--- src/rtl/multicycle_adder.sv ---
// Multicycle adder/subtractor: adds one SEG-bit slice per cycle, LSB slice first, and
// publishes sum/c_out/overflow only when the last slice completes.
module multicycle_adder #(
   parameter int unsigned WIDTH = 16,
   parameter int unsigned SEG   = 4
) (
   input  logic             clk,
   input  logic             reset,
   input  logic             start,
   input  logic             sub,
   input  logic             c_in,
   input  logic [WIDTH-1:0] a,
   input  logic [WIDTH-1:0] b,
   output logic             busy,
   output logic             done,
   output logic [WIDTH-1:0] sum,
   output logic             c_out,
   output logic             overflow
);

   localparam int unsigned NSEG = (SEG == 0) ? 1 : WIDTH / SEG;
   localparam int unsigned IDXW = (NSEG > 1) ? $clog2(NSEG) : 1;
   localparam logic [IDXW-1:0] LastIdx = IDXW'(NSEG - 1);

   if (WIDTH < 1 || SEG < 1 || (WIDTH % SEG) != 0) begin : g_bad_params
      $error("multicycle_adder: SEG must be >= 1 and divide WIDTH exactly");
   end

   typedef enum logic [1:0] {StIdle, StRun, StDone} state_e;

   state_e            state_q, state_d;
   logic [WIDTH-1:0]  a_q, a_d;
   logic [WIDTH-1:0]  b_q, b_d;
   logic [WIDTH-1:0]  acc_q, acc_d;
   logic [WIDTH-1:0]  sum_q, sum_d;
   logic [IDXW-1:0]   idx_q, idx_d;
   logic              carry_q, carry_d;
   logic              c_out_q, c_out_d;
   logic              ovf_q, ovf_d;

   logic [SEG-1:0]    a_seg;
   logic [SEG-1:0]    b_seg;
   logic [SEG:0]      seg_sum;
   logic              msb_cin;
   logic [31:0]       seg_lsb;

   // b_q holds the already-conditioned operand (inverted for subtract), so the slice adder
   // never needs to know the mode.
   always_comb begin
      seg_lsb = 32'(idx_q) * SEG;
      a_seg   = a_q[seg_lsb +: SEG];
      b_seg   = b_q[seg_lsb +: SEG];
      seg_sum = {1'b0, a_seg} + {1'b0, b_seg} + {{SEG{1'b0}}, carry_q};
      // Carry into the slice MSB recovered from its sum bit; on the last slice this is the
      // carry into bit WIDTH-1.
      msb_cin = a_seg[SEG-1] ^ b_seg[SEG-1] ^ seg_sum[SEG-1];
   end

   always_comb begin
      state_d = state_q;
      a_d     = a_q;
      b_d     = b_q;
      acc_d   = acc_q;
      sum_d   = sum_q;
      idx_d   = idx_q;
      carry_d = carry_q;
      c_out_d = c_out_q;
      ovf_d   = ovf_q;

      case (state_q)
         StIdle, StDone: begin
            if (start) begin
               state_d = StRun;
               a_d     = a;
               b_d     = sub ? ~b : b;
               carry_d = sub ? 1'b1 : c_in;
               idx_d   = '0;
            end else begin
               state_d = StIdle;
            end
         end
         StRun: begin
            acc_d[seg_lsb +: SEG] = seg_sum[SEG-1:0];
            carry_d               = seg_sum[SEG];
            if (idx_q == LastIdx) begin
               state_d = StDone;
               idx_d   = '0;
               sum_d   = acc_d;
               c_out_d = seg_sum[SEG];
               ovf_d   = msb_cin ^ seg_sum[SEG];
            end else begin
               idx_d = idx_q + 1'b1;
            end
         end
         default: state_d = StIdle;
      endcase
   end

   always_ff @(posedge clk) begin
      if (reset) begin
         state_q <= StIdle;
         a_q     <= '0;
         b_q     <= '0;
         acc_q   <= '0;
         sum_q   <= '0;
         idx_q   <= '0;
         carry_q <= 1'b0;
         c_out_q <= 1'b0;
         ovf_q   <= 1'b0;
      end else begin
         state_q <= state_d;
         a_q     <= a_d;
         b_q     <= b_d;
         acc_q   <= acc_d;
         sum_q   <= sum_d;
         idx_q   <= idx_d;
         carry_q <= carry_d;
         c_out_q <= c_out_d;
         ovf_q   <= ovf_d;
      end
   end

   assign busy     = (state_q == StRun);
   assign done     = (state_q == StDone);
   assign sum      = sum_q;
   assign c_out    = c_out_q;
   assign overflow = ovf_q;

endmodule
--- config.mk ---
export PLATFORM = sky130hd
export DESIGN_NAME = multicycle_adder
export DESIGN_NICKNAME = d
export VERILOG_FILES = /design/src/rtl/multicycle_adder.sv
export SDC_FILE = /design/constraint.sdc
export NUM_CORES = 1
export LEC_CHECK = 0
export CAP_MARGIN = 20
export CORE_ASPECT_RATIO = 0.9
export CORE_MARGIN = 8
export CORE_UTILIZATION = 45
export DETAILED_ROUTE_END_ITERATION = 10
export PLACE_DENSITY = 0.7
export SLEW_MARGIN = 15
export SYNTH_ARGS = -nofsm -noshare
export SYNTH_HDL_FRONTEND = slang
export SYNTH_SLANG_ARGS = --single-unit
--- constraint.sdc ---
create_clock -name clk -period 7.1 [get_ports clk]
set_input_delay 1.42 -clock clk [delete_from_list [all_inputs] [get_ports clk]]
set_output_delay 1.42 -clock clk [all_outputs]
set_load 0.03 [all_outputs]
Word-level counts from Yosys, hierarchy flattened
Index checks and enable logic that the tools add are counted.
{"block": "totals", "reg_bits": 71, "input_bits": 37, "output_inout_bits": 20, "wordCells": 43}
{"block": "op_classes", "n_addsub": 4, "n_eq_ne": 5, "shift": 4, "muxes": 11, "bitwise_logic": 4, "n_reduce_logical": 6}
{"operator": "$neg 4->34", "n": 1}
{"operator": "$shift 4x34->16 const A", "n": 1}
{"operator": "$shiftx 4x34->16", "n": 1}
{"operator": "$shiftx 16x5->4", "n": 2}
{"operator": "$bwmux 16", "n": 1}
{"operator": "$mux 16", "n": 1}
{"operator": "$not 16->16", "n": 1}
{"operator": "$pmux 2 s2", "n": 2}
{"operator": "$mux 2", "n": 3}
{"operator": "$reduce_and 2->1", "n": 3}
{"operator": "$add 4x4->5", "n": 1}
{"operator": "$add 5x1->5", "n": 1}
{"operator": "$eq 2x2->1 const B", "n": 2}
{"operator": "$mux 1", "n": 3}
{"operator": "$xor 1x1->1", "n": 3}
{"operator": "$add 2x1->2 const B", "n": 1}
{"operator": "$eq 2x1->1 const B", "n": 1}
{"operator": "$logic_not 2->1", "n": 1}
{"operator": "$ne 2x1->1 const B", "n": 1}
{"operator": "$ne 2x2->1 const B", "n": 1}
{"operator": "$pmux 1 s2", "n": 1}
{"operator": "$reduce_bool 2->1", "n": 1}
{"operator": "$reduce_or 2->1", "n": 1}

Logic depth before layout (Yosys ltp)
Gate-level depths: netlist (run 1).
{"block": "depth", "word_depth": 5, "depth_mapped": 8}

Worst setup path after synthesis (run 1)
No wires, ideal clock.
{"block": "synth_timing", "path_type": "reg2reg", "startpoint": "reg idx_q[0]", "endpoint": "reg ovf_q, in the netlist overflow", "setup_time_ns": 0.086, "arrival_time_ns": 2.824, "setup_slack_ns": 4.190, "path_stages_with_launch": 9, "n_path_buf": 1, "period_less_slack_ns": 2.910, "path_cell_list": "dfxtp_1 buf_2 mux4_2 fa_1 fa_1 a21o_1 a21oi_1 xnor2_1 a211oi_1"}
{"block": "synth_between", "elab_chain_cells": 5}
{"item": "from (decl)", "line_no": "36", "rtl": "logic [IDXW-1:0] idx_q, idx_d;"}
{"item": "from (signal assigned)", "line_no": "116", "rtl": "idx_q <= idx_d;"}
{"item": "$shiftx 16x5->4, on equally long branches", "line_no": "51, 52"}
{"item": "$add 4x4->5", "line_no": "53", "rtl": "seg_sum = {1'b0, a_seg} + {1'b0, b_seg} + {{SEG{1'b0}}, carry_q};"}
{"item": "$add 5x1->5", "line_no": "53"}
{"item": "$xor 1x1->1", "line_no": "56", "rtl": "msb_cin = a_seg[SEG-1] ^ b_seg[SEG-1] ^ seg_sum[SEG-1];"}
{"item": "$xor 1x1->1", "line_no": "90", "rtl": "ovf_d = msb_cin ^ seg_sum[SEG];"}
{"item": "to (signal assigned)", "line_no": "119", "rtl": "ovf_q <= ovf_d;"}
{"item": "to (decl)", "line_no": "39", "rtl": "logic ovf_q, ovf_d;"}
Parallel ways exist; a longest one is shown, timed or not.
A chain may end at the register's enable or synchronous reset.

Final worst setup path (run 1)
{"block": "layout_timing", "startpoint": "reg state_q[0]", "endpoint": "out busy"}
{"block": "layout_between", "elab_chain_cells": 1}
{"item": "from (decl)", "line_no": "31", "rtl": "state_e state_q, state_d;"}
{"item": "from (signal assigned)", "line_no": "101", "rtl": "state_q <= StIdle;"}
{"item": "from (signal assigned)", "line_no": "111", "rtl": "state_q <= state_d;"}
{"item": "$eq 2x1->1", "line_no": "123", "rtl": "assign busy = (state_q == StRun);"}
{"item": "to (decl)", "line_no": "14", "rtl": "output logic busy,"}
No other way between the ends.

==> impl_metrics.ini, run 1 <==
[drt]
vias = 2614
routed-wl-met2_microns = 3290
drtPass1Iterations = 4
highest_layer = met4
drc = 0
vias_per_cell = 5.37
post_drt_wl_per_cell_microns = 14.6
drt-total-wl_microns = 7120
wl_met3_microns = 458
antenna_left = 0
met1_length_microns = 3260
drtIter0Drc = 97

[clock_network]
post_cts_resized = 0
cts_buffers = 9
cts_tree = done
root_buffer = clkbuf_8
post_cts.repair.setup_buffers = 0
cts.path.max_buffers = 2
clk_pin_slew_ps = 70
cts_hold_buf = 0
clk_latency_ps = 340
cts_max_level = 3
clock-sinks = 71

[sta]
slew_viol_final = 0
tns_ps = 0
tightest_slew_ps = 973
rsz0062_at_grt = no
min_period_ps = 3650
slew_headroom_pct = 35.0
hold_viol_final = 0
skew_ps = 9.07
max_clock_freq_ghz = 0.274
fin_crit_sh_pct = 51.3
setup_violations = 0

[final_layout]
nNetsFinal = 438
layout-drive-gt1-share_pct = 7.36
diodes = 0
areaGrowthSynthToFinish_pct = 23.2
most-common-layout-cells = dfxtp_1, clkdlybuf4s50_1, nor2_1
fillers = 644
layout_commonest_cell = dfxtp_1
fin_cells = 487
finalInstanceArea_sq_mm = 0.00397

[die]
start_util_pct = 46.1
die_x_microns = 105
num_io_pins = 57
dieArea_sq_mm = 0.0101
rows = 29
fp.coreArea_sq_mm = 0.00700
dieHeight_microns = 96.3

[pwr]
irDropWorstVdd_v = 0.000116
power_density_mw_per_mm2 = 217
p_leak_nw = 1.43
p_total_w = 0.000861

[worst_setup_path]
startpoint = state_q[0]$_SDFFE_PP0P_
crit_slowest_cell = clkdlybuf4s50_1
r2r-start = idx_q[0]$_SDFFE_PP0P_
crit_chain = nand2b_1 -> inv_1 -> clkdlybuf4s50_1
start_kind = flop
criticalPathCategory = reg2out
crit_fanout = 22
end_kind = output port
worstPathRequired_ps = 5680
crit_arrival_ps = 2230
cp_slowest_stage_delay_ps = 800

[placed_design]
gp_congestion = 0.790
dp_hpwl_microns = 4820
portBuffers = 56
placed_area_sq_mm = 0.00379
placed_cells_incl_taps = 472

[yosys]
synth_cell_type_count = 31
syn-cell-area_sq_mm = 0.00323
ys_seq_area_share_pct = 44.1
netlist_instances = 350
synthTopCellsByArea = dfxtp_1, a211oi_1, mux4_2
synth_nets = 398
postSynthAreaPerCell_sq_um = 9.22
yosys.area.top_type = dfxtp_1
yosysWarnings = 0
synth.top_cell.area_share_pct = 44.1
synth_seq_cells = 71

[global_route]
antenna_found_initial = 0
first_global_vias = 2589
grt_pass1_wl_microns = 12300
grt_max_degree = 76
grt_usage_pct = 15.0
grt_overflow = 0

[worst_hold_path]
min_from = a_q[13]$_SDFFE_PP0P_
hp-class = reg2reg

[flow_run]
cap_violations = 0

[run_status]
status = complete, no violations
## layout make-up
cell class                      count  area (sq um)  area share (%)
Sequential cell                    71          1420            35.8
Clock buffer                       11           131            3.31
Multi-Input combinational cell    244          1670            42.0
Clock inverter                      4          47.5            1.20
Tap cell                           93           116            2.93
Inverter                            7          26.3           0.661
Timing Repair Buffer               57           563            14.2
## layer usage
metal | track usage (%) | vias up
met4 | 5.46 | 0
met5 | 0 | -
li1 | - | 1320
met2 | 23.8 | 88
met1 | 18.2 | 1195
met3 | 5.96 | 11
## kinds of logic (layout without fill, tap and decap cells)
group,Yosys count,after routing,share of synthesized area [%]
AOI/OAI and AO/OA,87,87,18.9
xor gates and xnor gates,19,19,5.16
adders and majority gates,11,11,4.73
buffers and inverters,35,79,4.46
DFF,71,71,44.1
muxes,8,8,5.59
and+or+nand+nor,119,119,17.1
## worst paths after layout
path | to | slack [ps] | depth (start not counted)
hold reg to reg | a_q[13]$_SDFFE_PP0P_ | 450 | 2
hold / removal | a_q[13]$_SDFFE_PP0P_ | 450 | 2
setup / recovery | busy | 3450 | 3
setup reg to reg | acc_q[3]$_SDFFE_PP0P_ | 3710 | 6
## where the power goes
| part | switching, W | internal [W] | total, W |
|---|---|---|---|
| clock | 0.000143 | 0.000159 | 0.000302 |
| combinational | 0.0000717 | 0.0000585 | 0.000130 |
| sequential | 0.0000132 | 0.000415 | 0.000429 |
## synthesized netlist by cell type
master    instances
inv_1             6
buf_1             4
ha_1              9
nor2b_1           3
and2_1            2
a211oi_1         26
nand2b_1          2
buf_2            10
xor2_1            2
nor3_1           13
dfxtp_1          71
a221oi_1         12
a22oi_1           5
inv_2             1
a21o_1            2
nand3_1           1
o21ai_0           6
nor2_1           47
fa_1              2
a32oi_1           8
nand2_1          39
nor3_2            2
o21bai_1          4
nor4b_2           1
a21oi_1          23
xnor2_1          17
nand3b_1          8
o211a_1           1
nor4_4            1
mux4_2            8
clkbuf_1         14
## through the flow
| stage | worst slack, ps | util (%) | hold WS [ps] |
|---|---|---|---|
| final | 3450 | 56.7 | 452 |
| after global routing | 3290 | 56.7 | 475 |
| after CTS | 3420 | 56.7 | 457 |
| after detailed placement | 3710 | 54.2 | 448 |
| after global placement | 3820 | 54.2 | 442 |
| after floorplan | 4190 | - | 433 |
## sequential cells by signal, indices dropped and copies added (netlist names)
signal and count:
idx_q 2, sum 16, state_q 2, carry_q 1, b_q 16, a_q 16
c_out 1, acc_q 16, overflow 1
## critical path, delay by kind of cell (launching register included)
| family | cells | cell delay (ps) |
|---|---|---|
| DFF | 1 | 400 |
| buffers and inverters | 2 | 1330 |
| and+or+nand+nor | 1 | 150 |
(Power assumes the default switching activity.)
==> run 2, diff against run 1 <==
Clock period 7.1 ns to 3.8 ns, I/O delays scaled along.
==> run 2 against run 1 <==
Final area grew 0.38%. Critical endpoint is now acc_q[3]$_SDFFE_PP0P_. Total power grew 80%. Critical path depth grew 4. Core utilization grew 0.21 points.
==> impl_metrics.ini, run 2 (synthesis results as in run 1) <==
[die]
die_x_microns = 105
dieArea_sq_mm = 0.0101
start_util_pct = 46.1
fp.coreArea_sq_mm = 0.00700
dieHeight_microns = 96.3
rows = 29
num_io_pins = 57

[worst_setup_path]
cp_slowest_stage_delay_ps = 730
cp_num_cells = 7
rr_endpoint = acc_q[3]$_SDFFE_PP0P_
cp-endpoint = acc_q[3]$_SDFFE_PP0P_
cp_num_buf_inv = 1
start_kind = flop
end_kind = flop
crit_arrival_ps = 3410
criticalPathCategory = reg2reg
ff2ff_setup_slack_ps = 590
crit_slowest_cell = dfxtp_1
startpoint = idx_q[0]$_SDFFE_PP0P_
r2r-start = idx_q[0]$_SDFFE_PP0P_
crit_fanout = 12
worstPathRequired_ps = 4000
cpLargestDelayFamily = flip-flops
r2r_cells = 7
crit_chain = buf_4 -> mux4_2 -> ha_1 -> a21o_1 -> a21oi_1 -> xor2_1 -> o21ai_0

[sta]
tns_ps = 0
tightest_slew_ps = 981
min_period_ps = 3210
rsz0062_at_grt = no
whs_ps = 461
worst_slack_ps = 591
skew_ps = 6.21
max_clock_freq_ghz = 0.312
slew_headroom_pct = 34.6
hold_viol_final = 0
slew_viol_final = 0
setup_violations = 0
fin_crit_sh_pct = 84.5

[global_route]
grt_overflow = 0
first_global_vias = 2525
grt_usage_pct = 14.7
antenna_found_initial = 0
grt_max_degree = 59
grt_pass1_wl_microns = 12000

[clock_network]
cts_buffers = 9
clock-sinks = 71
clk_pin_slew_ps = 70
cts_hold_buf = 0
clk_latency_ps = 350
post_cts.repair.setup_buffers = 0
root_buffer = clkbuf_8
cts_max_level = 3
cts_tree = done
post_cts_resized = 0
cts.path.max_buffers = 2

[placed_design]
place_ws_ps = 566
gp_congestion = 0.771
dp_hpwl_microns = 5050
portBuffers = 56

[final_layout]
most-common-layout-cells = dfxtp_1, clkdlybuf4s50_1, nor2_1
diodes = 0
nNetsFinal = 442
fin_util_pct = 57.0
layout_commonest_cell = dfxtp_1
areaGrowthSynthToFinish_pct = 23.7
layout-drive-gt1-share_pct = 9.02

[drt]
vias = 2574
drt-total-wl_microns = 7050
drtPass1Iterations = 4
vias_per_cell = 5.23
antenna_left = 0
drtIter0Drc = 127
drc = 0
post_drt_wl_per_cell_microns = 14.3

[pwr]
power_density_mw_per_mm2 = 389
p_total_w = 0.00155
p_leak_nw = 1.44
irDropWorstVdd_v = 0.000194

[run_status]
status = complete, no violations

[worst_hold_path]
hp-class = reg2reg
min_from = a_q[0]$_SDFFE_PP0P_

[flow_run]
cap_violations = 0
-- run 2: worst min path at each step --
stage                           endpoint  slack, ps  depth (start not counted)
global placement     a_q[3]$_SDFFE_PP0P_        440                          2
global route         a_q[3]$_SDFFE_PP0P_        490                          2
detailed placement   a_q[0]$_SDFFE_PP0P_        450                          2
CTS                  a_q[0]$_SDFFE_PP0P_        460                          2
floorplan           a_q[10]$_SDFFE_PP0P_        430                          2
finish               a_q[0]$_SDFFE_PP0P_        460                          2
-- run 2: power by group --
group          switching [W]  internal [W]
logic               0.000135      0.000113
clock network       0.000273      0.000230
registers          0.0000233      0.000776
-- run 2: stage by stage --
| step | area, sq um | cells |
|---|---|---|
| final | 3990 | 492 |
| after global routing | 3990 | 492 |
| after CTS | 3990 | 492 |
| after detailed placement | 3820 | 476 |
| after global placement | 3820 | 476 |
| after floorplan | 3230 | 350 |
-- run 2: routing by layer --
layer,GRT usage (%),wire [microns]
met5,0,0
met4,4.74,54
met3,6.43,486
met2,23.5,3320
met1,17.4,3190
-- run 2: worst min-delay path, cell delays in order (launching register included) --
cell and delay, ps:
dfxtp_1 320, nand2_1 50, a21oi_1 50
-- run 2: area by class of cell --
class / count / area, sq um
clock buffers: 9 / 124
clock inverters: 7 / 40.0
fillers: 671 / 3010
inverters: 7 / 26.3
multi-input cells: 244 / 1670
flip-flops and latches: 71 / 1420
well taps: 93 / 116
repair buffers: 61 / 593
